==> src/rtl/rf_pkg.sv <==
// Shared constants and the address-window helper for the 16 x 64-bit register bank.
package rf_pkg;

  localparam logic [15:0] RF_BASE_ADDR = 16'h0110;
  localparam int          RF_NUM_REGS  = 16;
  localparam int          RF_DATA_W    = 64;
  localparam int          RF_ADDR_W    = 16;

  // Window match ignores the low nibble, which selects the register.
  function automatic logic rf_hit(input logic [RF_ADDR_W-1:0] addr,
                                  input logic [RF_ADDR_W-1:0] base = RF_BASE_ADDR);
    return (((addr ^ base) & 16'hFFF0) == 16'h0000);
  endfunction

endpackage

==> src/rtl/rf_reg64.sv <==
// Data register with synchronous active-high clear and load enable; clear wins over load.
module rf_reg64
  import rf_pkg::*;
#(
  parameter int W = RF_DATA_W
) (
  input  logic         clk,
  input  logic         clr,
  input  logic         ld,
  input  logic [W-1:0] d,
  output logic [W-1:0] q
);

  logic [W-1:0] q_r;

  // Storage element: clear, load or hold.
  always_ff @(posedge clk) begin
    if (clr) begin
      q_r <= '0;
    end else if (ld) begin
      q_r <= d;
    end else begin
      q_r <= q_r;
    end
  end

  assign q = q_r;

endmodule

==> src/rtl/register_file_10_i.sv <==
// Bus-mapped bank of sixteen 64-bit registers: decoded single write port,
// combinational read port that returns zero outside the address window.
module register_file_10_i
  import rf_pkg::*;
#(
  parameter logic [15:0] BASE_ADDR = RF_BASE_ADDR,
  parameter int          NUM_REGS  = RF_NUM_REGS,
  parameter int          DATA_W    = RF_DATA_W
) (
  input  logic              clk,
  input  logic              reset_n,
  input  logic              we,
  input  logic [15:0]       W_addr,
  input  logic [DATA_W-1:0] wData,
  input  logic [15:0]       R_addr,
  output logic [DATA_W-1:0] rData
);

  logic [NUM_REGS-1:0] wr_en_s;
  logic [DATA_W-1:0]   reg_q_s [NUM_REGS];

  // Write decoder: one-hot load enable, empty on a window miss.
  always_comb begin
    wr_en_s = '0;
    if (we && rf_hit(W_addr, BASE_ADDR)) begin
      wr_en_s[W_addr[3:0]] = 1'b1;
    end else begin
      wr_en_s = '0;
    end
  end

  for (genvar i = 0; i < NUM_REGS; i++) begin : g_reg
    rf_reg64 #(.W(DATA_W)) u_reg (
      .clk (clk),
      .clr (reset_n),
      .ld  (wr_en_s[i]),
      .d   (wData),
      .q   (reg_q_s[i])
    );
  end

  // Read mux: no bypass of wData, out-of-window reads as zero.
  always_comb begin
    rData = '0;
    if (rf_hit(R_addr, BASE_ADDR)) begin
      rData = reg_q_s[R_addr[3:0]];
    end else begin
      rData = '0;
    end
  end

endmodule

==> config.mk <==
export PLATFORM = sky130hd
export DESIGN_NAME = register_file_10_i
export DESIGN_NICKNAME = d
export VERILOG_FILES = /design/src/rtl/rf_pkg.sv /design/src/rtl/rf_reg64.sv /design/src/rtl/register_file_10_i.sv
export SDC_FILE = /design/constraint.sdc
export NUM_CORES = 2
export LEC_CHECK = 0
export BUFFER_PORTS_ARGS = -buffer_cell sky130_fd_sc_hd__buf_2
export CORE_MARGIN = 3
export CORE_UTILIZATION = 35
export DETAILED_ROUTE_END_ITERATION = 7
export HOLD_SLACK_MARGIN = 0.1
export PLACE_DENSITY = 0.58
export RECOVER_POWER = 100
export SYNTH_ARGS = -nofsm -noshare
export SYNTH_HDL_FRONTEND = slang
export SYNTH_SLANG_ARGS = --single-unit
==> constraint.sdc <==
create_clock -name clk -period 3.6 [get_ports clk]
set_clock_uncertainty 0.1 [all_clocks]
set_input_delay 0.9 -clock clk [delete_from_list [all_inputs] [get_ports clk]]
set_output_delay 0.9 -clock clk [all_outputs]
set_load 0.03 [all_outputs]
==> results.tsv <==
metric	value	unit
Filler Cells Inserted	12512	
Starting DRT DRC Count	1798	
Pwr Density	439	nW/um^2
multi-input logic area	25300	um^2
Async SR Flop Fraction	0	
synth cell count leaders	mux2i_1 (1152), nand2b_1 (1088), dfxtp_1 (1024)	
CTS root buffer	clkbuf_16	
largest cells by area after synthesis	dfxtp_1 (44%), mux2i_1 (24%), nand2b_1 (14%)	
Tmin final	3.56	ns
CORE AREA	132000	um^2
crit-path max FO	10	
met2 Use GR	0.284	
clk slew on worst S/H paths	0.06	ns
Final Cycle Share	0.989	
Layout Cells excl Fill	5903	
M1 GR Usage	0.261	
nets	4160	
Die ar.	139000	um^2
Post-Syn Area	47100	um^2
Util after Layout	0.412	
worst slew pin tran	1.74	ns
sw frac	0.222	
DR DRC count	0	
die width	373	um
met3 Use GR	0.0261	
CTS tree	done	
Pint	18.6	mW
crit end category	output pin	
Final setup viols	0	
Final Hold Viols	0	
register area share after synthesis	0.436	
clock buffer depth	3	
FMAX	281	MHz
worst setup path class	in -> out	
Max VDD drop	0.344	mV
number of synthesized flops with an enable pin	0	
Fin Setup TNS	0	ns
total CTS buffers	106	
GRT Max-Usage Layer	met2	
routed via count	29575	
vias in the first global route	30352	
Sequential Area	20500	um^2
failing checks	capacitance limit, slew limit	
FP Rows	133	
number of max-cap violations	5	
clock tree sinks	1024	
Synth Register Bits	1024	
TritonRoute pass-1 iters	5	
WL final	129	mm
Port Buffers	162	
Routed WL per cell	21.9	um
Pwr Total	24.0	mW
P_sw	5.31	mW
Slew Limit Fails	147	
Logic pwr share	0.049	
post-synth top area share	0.436	
Initial Utilization	0.355	
static leakage	25.4	nW
Clock power frac	0.478	
GR Util All Layers	0.180	
Synth Flop Type	dfxtp_1	
layout cell share with drive strength beyond 1	0.206	
Worst EP required	2.60	ns
Mapped Nets	4157	
CP Launch Type	input port	
initial antenna violation count	11	
HPWL after DPL	74.2	mm
worst min path class	reg -> reg	
Crit path arrival time	2.56	ns
post-route ant nets	0	
unrepaired setup endpoints after global routing	yes	
Die Y	373	um
routability cong.	0.719	
YS warnings	0	
FF-to-FF setup slack	2.85	ns
largest net degree at the start of global routing	94	
post-synth top area cell	dfxtp_1	
top-count cell post-synth	mux2i_1	
Clk Latency, worst-skew pair	0.68	ns
GRT overflow	0	
status	finished with violations	
H-tree depth	3	
Flop pwr share	0.473	
first-pass GRT wire length	196	mm
Gate Count Post-Synth	4058	
num ports	163	
number of instances in the placed design	5690	
Via-to-Cell Ratio	5.01	
max FFs per register	1024	
Unique masters post-synth	25	
Slew headroom	-0.157	
Layout area overhead	15.9	%
Avg Cell Area, Syn	11.6	um^2
[repair_timing]
item | 4_1_cts | 5_1_grt
pin swaps | 2 | 0
gates cloned | 1 | 6
hold buffers | 0 | 0
setup buffers | 1 | 10
setup endpoints to repair | 24 | 53
resized for setup | 15 | 24
[path summary, 6_finish.rpt]
check / startpoint / to / cells past startpoint
max reg2reg: g_reg[4].u_reg.q[20]$_SDFFE_PP0P_ / g_reg[4].u_reg.q[20]$_SDFFE_PP0P_ / 2
max: R_addr[1] / rData[15] / 7
min: g_reg[0].u_reg.q[10]$_SDFFE_PP0P_ / g_reg[0].u_reg.q[10]$_SDFFE_PP0P_ / 2
min reg2reg: g_reg[0].u_reg.q[10]$_SDFFE_PP0P_ / g_reg[0].u_reg.q[10]$_SDFFE_PP0P_ / 2
[cell usage in the layout, fill, tap and decap left out, drive strengths merged, types with 3 or more instances in the layout]
master	count
mux2i	1152
nand2b	1088
dfxtp	1024
buf	287
mux4	256
clkbuf	205
o22ai	64
clkinv	21
nand2	11
bufinv	7
nor4	5
diode	4
nand3	4
clkinvlp	3
or4b	3
[metrics by stage]
stage	area [um^2]	setup slack [ns]	hold slack, ns
2_1_floorplan	47500	0.102	0.346
3_3_place_gp	51000	-0.111	0.355
3_5_place_dp	51000	-0.0765	0.362
4_1_cts	54800	-0.0153	0.371
5_1_grt	54600	-0.0127	0.386
6_report	54600	0.0413	0.369
[worst max-delay path, stage by stage]
cell and delay, ns:
buf_16 0.17, buf_12 0.18, buf_12 0.15, mux4_2 0.54
mux2i_4 0.22, o22ai_2 0.15, buf_2 0.21
[layer usage]
metal,routed length [um],vias to the layer above
met4,2070,8
met2,58000,441
met3,4540,133
li1,-,14097
met1,64400,14896
met5,54,-
[power groups by stage]
stage               sequential (mW)  clock [mW]  combinational, mW
CTS                            11.3        11.7               1.16
global placement               11.6           0               1.15
detailed placement             11.6           0               1.15
global route                   11.3        12.2               1.25
floorplan                      11.6           0              0.759
finish                         11.3        11.4               1.18
[kinds of logic (layout without fill, tap and decap cells)]
| logic type | count (synthesis) | in the layout | synth area share |
|---|---|---|---|
| flip-flops | 1024 | 1024 | 0.436 |
| AO/OA/AOI/OAI | 64 | 64 | 0.00851 |
| other | 0 | 4 | 0 |
| buffers and inverters | 439 | 525 | 0.0386 |
| multiplexers | 1408 | 1408 | 0.367 |
| AND/OR/NAND/NOR | 1123 | 1123 | 0.150 |
[final cells by class]
| class | count | share of cell area |
|---|---|---|
| diodes | 4 | 0.000183 |
| clock inverters | 32 | 0.00635 |
| well taps | 1755 | 0.0402 |
| multi-input cells | 2595 | 0.464 |
| clock buffers | 159 | 0.0604 |
| repair buffers | 334 | 0.0528 |
| flip-flops and latches | 1024 | 0.376 |
(Power assumes the default switching activity.)
